$ cat config.mk
export PLATFORM = sky130hd
export DESIGN_NAME = i2c_write_scheduler
export DESIGN_NICKNAME = d
export VERILOG_FILES = /design/src/rtl/i2c_write_scheduler.sv
export SDC_FILE = /design/constraint.sdc
export NUM_CORES = 1
export LEC_CHECK = 0
export BUFFER_PORTS_ARGS = -buffer_cell sky130_fd_sc_hd__buf_4
export CORE_ASPECT_RATIO = 0.7
export CORE_MARGIN = 2
export CORE_UTILIZATION = 40
export CTS_CLUSTER_DIAMETER = 100
export DETAILED_ROUTE_END_ITERATION = 8
export PLACE_DENSITY = 0.72
export SKIP_LAST_GASP = 1
export SYNTH_ARGS = -nofsm -noshare
export SYNTH_HDL_FRONTEND = slang
export SYNTH_SLANG_ARGS = --single-unit
$ cat constraint.sdc
create_clock -name clk -period 2.4 [get_ports clk]
set_input_delay 0.24 -clock clk [delete_from_list [all_inputs] [get_ports clk]]
set_output_delay 0.24 -clock clk [all_outputs]
set_load 0.02 [all_outputs]
$ cat src/rtl/i2c_write_scheduler.sv
// ---------------------------------------------------------------------------
// i2c_write_scheduler
//
// Shares one I2C byte engine between NREQ client blocks. Each client posts a
// single-byte write (7-bit address + data byte). Clients are served in
// round-robin order. The scheduler then runs START+address, the data byte and
// STOP on the engine. A NACK causes a full re-send after a STOP, up to
// RETRY_MAX times. Every engine phase is guarded by a watchdog, and each
// client receives a completion pulse with an error flag.
//
// Ports:
//   clk, rst     system clock, synchronous active-high reset
//   req_valid    per-client pending flag (held by the client)
//   req_addr     packed 7-bit addresses, client i at [7i+6:7i]
//   req_data     packed data bytes, client i at [8i+7:8i]
//   req_accept   one-cycle pulse: client's transaction has been latched
//   rsp_done     one-cycle pulse: client's transaction finished
//   rsp_err      qualifies rsp_done; 1 = NACK retries exhausted or timeout
//   eng_go       one-cycle command strobe to the byte engine
//   eng_cmd      0 = START+byte, 1 = byte, 2 = STOP
//   eng_byte     byte for the engine to send
//   eng_busy     engine is executing a command
//   eng_done     engine finished a command (one-cycle pulse)
//   eng_nack     slave NACK, valid together with eng_done
//   busy         scheduler is not idle
// ---------------------------------------------------------------------------
module i2c_write_scheduler #(
    parameter int NREQ           = 2,
    parameter int RETRY_MAX      = 3,
    parameter int TIMEOUT_CYCLES = 2000000
) (
    input  logic                clk,
    input  logic                rst,
    input  logic [NREQ-1:0]     req_valid,
    input  logic [7*NREQ-1:0]   req_addr,
    input  logic [8*NREQ-1:0]   req_data,
    output logic [NREQ-1:0]     req_accept,
    output logic [NREQ-1:0]     rsp_done,
    output logic                rsp_err,
    output logic                eng_go,
    output logic [1:0]          eng_cmd,
    output logic [7:0]          eng_byte,
    input  logic                eng_busy,
    input  logic                eng_done,
    input  logic                eng_nack,
    output logic                busy
);

    localparam int PW = (NREQ > 1) ? $clog2(NREQ) : 1;
    localparam int RW = (RETRY_MAX > 0) ? $clog2(RETRY_MAX + 1) : 1;

    localparam logic [RW-1:0] RETRY_LIM = RW'(RETRY_MAX);
    localparam logic [31:0]   WD_LIMIT  = 32'(TIMEOUT_CYCLES - 1);
    localparam logic [PW-1:0] LAST_IDX  = PW'(NREQ - 1);

    localparam logic [1:0] CMD_START = 2'd0;
    localparam logic [1:0] CMD_BYTE  = 2'd1;
    localparam logic [1:0] CMD_STOP  = 2'd2;

    typedef enum logic [3:0] {
        S_IDLE,
        S_GRANT,
        S_ADDR,
        S_ADDR_W,
        S_DATA,
        S_DATA_W,
        S_STOP,
        S_STOP_W,
        S_RESP
    } state_t;

    state_t          state, state_next;

    logic [PW-1:0]   rr_ptr, rr_next;
    logic [PW-1:0]   idx, idx_next;
    logic [6:0]      addr_q, addr_next;
    logic [7:0]      data_q, data_next;
    logic [RW-1:0]   retry_cnt, retry_next;
    logic            fail, fail_next;
    logic            resend, resend_next;
    logic [31:0]     wd, wd_next;

    logic [NREQ-1:0] accept_next;
    logic [NREQ-1:0] done_next;
    logic            err_next;
    logic            go_next;
    logic [1:0]      cmd_next;
    logic [7:0]      byte_next;

    logic            found;
    int              cand;
    int              pick_i;

    // State and datapath registers. All outputs except busy are registered.
    // They are computed one cycle ahead by the next-state logic, so each
    // pulse shows up during the first cycle of the state it leads into.
    always_ff @(posedge clk) begin
        if (rst) begin
            state      <= S_IDLE;
            rr_ptr     <= '0;
            idx        <= '0;
            addr_q     <= '0;
            data_q     <= '0;
            retry_cnt  <= '0;
            fail       <= 1'b0;
            resend     <= 1'b0;
            wd         <= '0;
            req_accept <= '0;
            rsp_done   <= '0;
            rsp_err    <= 1'b0;
            eng_go     <= 1'b0;
            eng_cmd    <= '0;
            eng_byte   <= '0;
        end else begin
            state      <= state_next;
            rr_ptr     <= rr_next;
            idx        <= idx_next;
            addr_q     <= addr_next;
            data_q     <= data_next;
            retry_cnt  <= retry_next;
            fail       <= fail_next;
            resend     <= resend_next;
            wd         <= wd_next;
            req_accept <= accept_next;
            rsp_done   <= done_next;
            rsp_err    <= err_next;
            eng_go     <= go_next;
            eng_cmd    <= cmd_next;
            eng_byte   <= byte_next;
        end
    end

    // Round-robin pick: the first requester at or after rr_ptr, wrapping
    // around. This is evaluated every cycle but used only in GRANT.
    always_comb begin
        found  = 1'b0;
        cand   = 0;
        pick_i = 0;
        for (int k = 0; k < NREQ; k++) begin
            cand = int'(rr_ptr) + k;
            if (cand >= NREQ) begin
                cand = cand - NREQ;
            end
            if (!found && req_valid[cand]) begin
                found  = 1'b1;
                pick_i = cand;
            end
        end
    end

    // Next-state logic for the transaction sequencer. The wait states share
    // the watchdog. A completing eng_done takes priority over a timeout on
    // the same cycle. After a NACK the sequencer always closes the bus with
    // a STOP. The resend flag then decides whether STOP_W loops back to ADDR
    // or finishes in RESP.
    always_comb begin
        state_next  = state;
        rr_next     = rr_ptr;
        idx_next    = idx;
        addr_next   = addr_q;
        data_next   = data_q;
        retry_next  = retry_cnt;
        fail_next   = fail;
        resend_next = resend;
        wd_next     = wd;
        accept_next = '0;
        done_next   = '0;
        err_next    = 1'b0;
        go_next     = 1'b0;
        cmd_next    = '0;
        byte_next   = '0;

        unique case (state)
            S_IDLE: begin
                if (|req_valid) begin
                    state_next = S_GRANT;
                end
            end

            S_GRANT: begin
                if (found) begin
                    idx_next            = PW'(pick_i);
                    addr_next           = req_addr[7*pick_i +: 7];
                    data_next           = req_data[8*pick_i +: 8];
                    accept_next[pick_i] = 1'b1;
                    retry_next          = '0;
                    fail_next           = 1'b0;
                    resend_next         = 1'b0;
                    rr_next             = (PW'(pick_i) == LAST_IDX) ? '0 : PW'(pick_i + 1);
                    state_next          = S_ADDR;
                end else begin
                    state_next = S_IDLE;
                end
            end

            S_ADDR: begin
                if (!eng_busy) begin
                    go_next    = 1'b1;
                    cmd_next   = CMD_START;
                    byte_next  = {addr_q, 1'b0};
                    wd_next    = '0;
                    state_next = S_ADDR_W;
                end
            end

            S_DATA: begin
                if (!eng_busy) begin
                    go_next    = 1'b1;
                    cmd_next   = CMD_BYTE;
                    byte_next  = data_q;
                    wd_next    = '0;
                    state_next = S_DATA_W;
                end
            end

            S_STOP: begin
                if (!eng_busy) begin
                    go_next    = 1'b1;
                    cmd_next   = CMD_STOP;
                    wd_next    = '0;
                    state_next = S_STOP_W;
                end
            end

            S_ADDR_W, S_DATA_W: begin
                if (eng_done) begin
                    if (!eng_nack) begin
                        state_next = (state == S_ADDR_W) ? S_DATA : S_STOP;
                    end else if (retry_cnt < RETRY_LIM) begin
                        retry_next  = retry_cnt + RW'(1);
                        resend_next = 1'b1;
                        state_next  = S_STOP;
                    end else begin
                        fail_next   = 1'b1;
                        resend_next = 1'b0;
                        state_next  = S_STOP;
                    end
                end else if (wd == WD_LIMIT) begin
                    fail_next      = 1'b1;
                    done_next[idx] = 1'b1;
                    err_next       = 1'b1;
                    state_next     = S_RESP;
                end else begin
                    wd_next = wd + 32'd1;
                end
            end

            S_STOP_W: begin
                if (eng_done) begin
                    if (resend) begin
                        resend_next = 1'b0;
                        state_next  = S_ADDR;
                    end else begin
                        done_next[idx] = 1'b1;
                        err_next       = fail;
                        state_next     = S_RESP;
                    end
                end else if (wd == WD_LIMIT) begin
                    fail_next      = 1'b1;
                    resend_next    = 1'b0;
                    done_next[idx] = 1'b1;
                    err_next       = 1'b1;
                    state_next     = S_RESP;
                end else begin
                    wd_next = wd + 32'd1;
                end
            end

            S_RESP: begin
                state_next = S_IDLE;
            end

            default: begin
                state_next = S_IDLE;
            end
        endcase
    end

    assign busy = (state != S_IDLE);

endmodule

# [Yosys cells after proc, flatten, opt, wreduce, memory -nomap -nowiden]
# Cells that the tools add are included.
[totals] ff_bits=73 inputBits=37 wordCells=148 output_inout_bits=17
[op_classes] muxes=68 mul=1 magnitude_cmp=9 add_sub_neg=6 eq_ne=23 reduce_logical=21 bitwise_logic=3 n_shift=2
[op_table] operator="$mux W32" count=7
[op_table] operator="$lt A32 B3 Y1 const B" count=3
[op_table] operator="$pmux W32 S2" count=1
[op_table] operator="$add A32 B1 Y32 const B" count=1
[op_table] operator="$eq A32 B21 Y1 const B" count=1
[op_table] operator="$ge A32 B1 Y1 const B" count=1
[op_table] operator="$mul A4 B32 Y32 const A" count=1
[op_table] operator="$mux W4" count=8
[op_table] operator="$shiftx A14 B32 Y7" count=1
[op_table] operator="$shiftx A16 B32 Y8" count=1
[op_table] operator="$mux W1" count=28
[op_table] operator="$pmux W4 S7" count=1
[op_table] operator="$mux W2" count=12
[op_table] operator="$ne A2 B2 Y1 const B" count=12
[op_table] operator="$eq A4 B3 Y1 const B" count=4
[op_table] operator="$mux W8" count=2
[op_table] operator="$pmux W8 S2" count=1
[op_table] operator="$reduce_and A5 Y1" count=3
[op_table] operator="$pmux W2 S2" count=3
[op_table] operator="$ne A3 B3 Y1 const B" count=3
[op_table] operator="$reduce_or A3 Y1" count=3
[op_table] operator="$eq A4 B2 Y1 const B" count=2
[op_table] operator="$reduce_and A4 Y1" count=2
[op_table] operator="$pmux W1 S3" count=2
[op_table] operator="other kinds (22)" count=30

# [Depth between registers and ports, before layout]
[depth] depth_word=13 ltp_mapped=8 mapped_depth_nobuf=6

# [Worst setup path after synthesis]
# No wires, ideal clock.
[synth_timing] kind="register -> register" start="register wd[0]" end="register wd[16]" path_buffers=0 arrival_ps=1888 path_slack_ps=441 stages_incl_launch_ff=6 path_cell_list="dfxtp_1 > ha_1 > nand4_1 > or4_4 > or4_1 > a21oi_1"
[synth_between] elab_chain_cells=4 word_cells_on_any_way=7 classes_between="1 x add/sub; 2 x eq/ne; 3 x mux; 1 x reduce/logical"
[synth_lines] item="start, declared" line="81" rtl="logic [31:0] wd, wd_next;"
[synth_lines] item="start signal, assigned" line="123" rtl="wd <= wd_next;"
[synth_lines] item="$add A32 B1 Y32" line="244, 265"
[synth_lines] item="$mux W32" line="238, 258"
[synth_lines] item="$mux W32" line="249" rtl="if (eng_done) begin"
[synth_lines] item="$pmux W32 S2" line="173" rtl="unique case (state)"
# Parallel ways exist; a longest one is shown, timed or not. The select of a mux whose other input is x is not followed.
# A chain may end at the register's enable or synchronous reset.

# [Worst setup path after layout]
[layout_timing] start="register wd[0]" end="register wd[18]"
# Same word-level chain as after synthesis.

==> out/results.tsv <==
stage	metric	value	unit
synthesis	Post-synth ARST share	0	%
grt	vias in the first global route	2922	
placement	post-DP HPWL	6.09	mm
clocking	Clock Sinks	73	
worst_setup_path	WP data required	2.66	ns
min_path	HP Start	req_valid[0]	
sta	endpoints failing hold	0	
power	Int Pwr	2.28	mW
die	Ports	54	
synthesis	Mapped Nets	447	
clocking	clock tree buffer depth	2	
clocking	Num CTS Buffers	9	
grt	GRT overflow	0	
route	final wirelength	8.68	mm
worst_setup_path	CP max-delay cell	or4_4	
sta	final hold slack	0.268	ns
grt	GRT met3 Usage	4.80	%
power	pwr/cell area	713	nW/µm²
placement	Placed Area	3940	µm²
power	sequential power share	42.4	%
worst_setup_path	FF-to-FF setup slack	0.14	ns
status	status	finished clean	
synthesis	area of the mapped netlist	3460	µm²
die	die area	9430	µm²
grt	GRT Overall Usage	19.1	%
grt	initial antenna violation count	0	
route	Vias/cell	5.60	
sta	max-slew violation count	0	
sta	Slew @ Worst Pin	0.753	ns
clocking	hold bufs inserted after CTS	0	
worst_setup_path	crit-path max cell delay	0.69	ns
die	initial core utilization	41.0	%
die	Core Box Area	8440	µm²
synthesis	number of flops mapped to enable cells by yosys	0	
final_layout	# fillers	792	
grt	first-pass GRT wire length	14.1	mm
synthesis	Most used DFF post-synth	dfxtp_1	
synthesis	Synth area leaders	dfxtp_1 42%, nor2_1 6.0%, a22oi_1 4.6%	
synthesis	number of distinct library cells after synthesis	56	
final_layout	layout cells sized above 1	18.1	%
synthesis	Yosys Warn Count	0	
placement	routability cong.	0.883	
final_layout	Register Area	1460	µm²
final_layout	area of the multi-input gates	1840	µm²
final_layout	most common cell after layout, fill and taps aside	dfxtp_1	
synthesis	flops & latches, synth	73	
sta	Setup Skew	0.00892	ns
worst_setup_path	R2R Path Start	wd[0]$_SDFFE_PP0P_	
clocking	Clk pin slew, worst setup/hold paths	0.06	ns
synthesis	area share of the largest cell type after synthesis	42.2	%
clocking	Post-CTS Resized	0	
clocking	master cell of the clock root buffer	clkbuf_16	
worst_setup_path	Crit Path Max Fanout	12	
min_path	Hold Path Sink	req_accept[1]$_SDFF_PP0_	
grt	met2 usage	26.9	%
clocking	H-Tree Depth	3	
route	wire per inst	15.0	µm
sta	final period demand of the worst path	2.26	ns
final_layout	Antenna Cells	0	
sta	setup TNS	0	ns
worst_setup_path	critical path launch point type	register	
worst_setup_path	CP cell instances	ha_1 > nand4_1 > or4_4 > or4_1 > a21oi_1	
sta	relative slew slack	49.8	%
power	maximum VDD drop	433	µV
worst_setup_path	Worst Setup Path Type	reg -> reg	
die	Die W	115	µm
sta	unrepaired setup endpoints after global routing	false	
grt	largest net degree at the start of global routing	34	
synthesis	Mapped Avg Cell Area	8.49	µm²
final_layout	Nets	493	
die	row count	28	
worst_setup_path	Worst Setup End Kind	register	
route	first drt pass iteration count	5	
sta	# setup viols final	0	
route	initial drt markers	270	
worst_setup_path	RR Endpoint	wd[18]$_SDFFE_PP0P_	
clocking	TritonCTS clock tree	done	
power	Clock power frac	45.1	%
final_layout	area grow syn2layout	22.7	%
synthesis	sequential share of the synthesized area	42.2	%
placement	IO Port Bufs	53	
clocking	post-CTS setup buffers	0	
final_layout	final core occ	50.3	%
final_layout	Final Cell Area	4250	µm²
min_path	Hold WC Path Type	in -> reg	
power	Psw	752	µW
worst_setup_path	R2R cell count	5	
grt	grt met1 use	27.4	%
sta	final worst-path cycle share	94.1	%
final_layout	commonest cells after routing, fill and taps aside	73 x dfxtp_1, 61 x buf_4, 55 x nor2_1, 27 x nand2_1, 24 x a21oi_1	
worst_setup_path	Worst EP arrival	2.52	ns
power	switch share	24.8	%
flow_run	Max Cap Violations	0	
route	vias after detailed routing	3243	
die	Die Y	81.9	µm
power	combinational share of power	12.4	%
synthesis	cell taking the most area after synthesis	dfxtp_1	
grt	global routing's busiest layer	met1	
power	standby leakage power	1.57	nW
synthesis	Cells after Synth	408	
sta	fmax	443	MHz
route	DRC viols	0	
min_path	Hold Path Stages	4	
route	Final ANT Viol Nets	0	
clocking	worst skew pair latency	0.33	ns
==> worst max path at each step <==
stage,from,end,slack [ns],cells after the start
2_1_floorplan,wd[0]$_SDFFE_PP0P_,wd[16]$_SDFFE_PP0P_,0.44,5
3_3_place_gp,wd[0]$_SDFFE_PP0P_,wd[16]$_SDFFE_PP0P_,0.26,5
6_report,wd[0]$_SDFFE_PP0P_,wd[18]$_SDFFE_PP0P_,0.14,5
5_1_grt,wd[1]$_SDFFE_PP0P_,wd[18]$_SDFFE_PP0P_,0.04,5
3_5_place_dp,wd[0]$_SDFFE_PP0P_,wd[18]$_SDFFE_PP0P_,0.18,5
4_1_cts,wd[0]$_SDFFE_PP0P_,wd[18]$_SDFFE_PP0P_,0.18,5
==> power by group through the flow <==
stage          Sequential, mW  Clock (mW)  Combinational [mW]
6_report                 1.29        1.37               0.377
5_1_grt                  1.29        1.45               0.415
4_1_cts                  1.29        1.39               0.374
3_5_place_dp             1.31           0               0.372
3_3_place_gp             1.31           0               0.364
2_1_floorplan            1.29           0               0.265
==> layer usage <==
metal / share of wire [%] / wire length (µm)
met3: 5.1 / 445
met2: 44 / 3860
met1: 49 / 4260
met5: 0 / 0
met4: 1.3 / 113
==> state kept, by name (all words and copies together) (netlist names) <==
name	cells
wd	32
req_accept	2
data_q	8
rr_ptr	1
resend	1
rsp_err	1
fail	1
state	4
eng_byte	8
rsp_done	2
eng_go	1
addr_q	7
eng_cmd	2
retry_cnt	2
idx	1
==> cells by family after synthesis <==
| logic type | Yosys count | synth area share, % |
|---|---|---|
| xor gates and xnor gates | 13 | 3.29 |
| and+or+nand+nor | 180 | 27.5 |
| AOI/OAI and AO/OA | 101 | 20.3 |
| DFF | 73 | 42.2 |
| buffers and inverters | 34 | 4.62 |
| muxes | 4 | 1.16 |
| adders and majority gates | 3 | 1.01 |
==> final cells by class <==
type / count / area share, %
clock buffers: 12 / 6.04
clock inverters: 4 / 1.21
inverters: 8 / 0.707
multi-input cells: 301 / 43.3
flip-flops and latches: 73 / 34.4
well taps: 120 / 3.53
repair buffers: 61 / 10.8
==> synth_stat cells, drive strengths merged, types with 3 or more instances <==
cell,count
dfxtp,73
nor2,55
nand2,27
a21oi,24
a22oi,21
buf,16
a2bb2oi,14
nand3,14
nand4,14
o21ai,14
or3,14
nor3,12
clkbuf,10
inv,8
and4,7
xnor2,7
xor2,6
nand2b,5
nor4,5
or4,5
a31oi,4
and2,4
mux2i,4
nor4b,4
o31ai,4
a21o,3
nor2b,3
or2,3
==> per-stage QoR <==
stage	instances	power, mW	worst slack (ns)
global placement	563	1.67	0.258
floorplan	408	1.56	0.441
CTS	579	3.05	0.181
global route	579	3.15	0.0391
finish	579	3.03	0.142
detailed placement	563	1.68	0.184
==> worst max-delay path: cells and delay by family (launching register included) <==
kind,cells,cell delay (ns)
adders and majority gates,1,0.22
and+or+nand+nor,3,1.41
AOI/OAI and AO/OA,1,0.17
DFF,1,0.38
No activity file was read; power rests on OpenSTA's default activity.
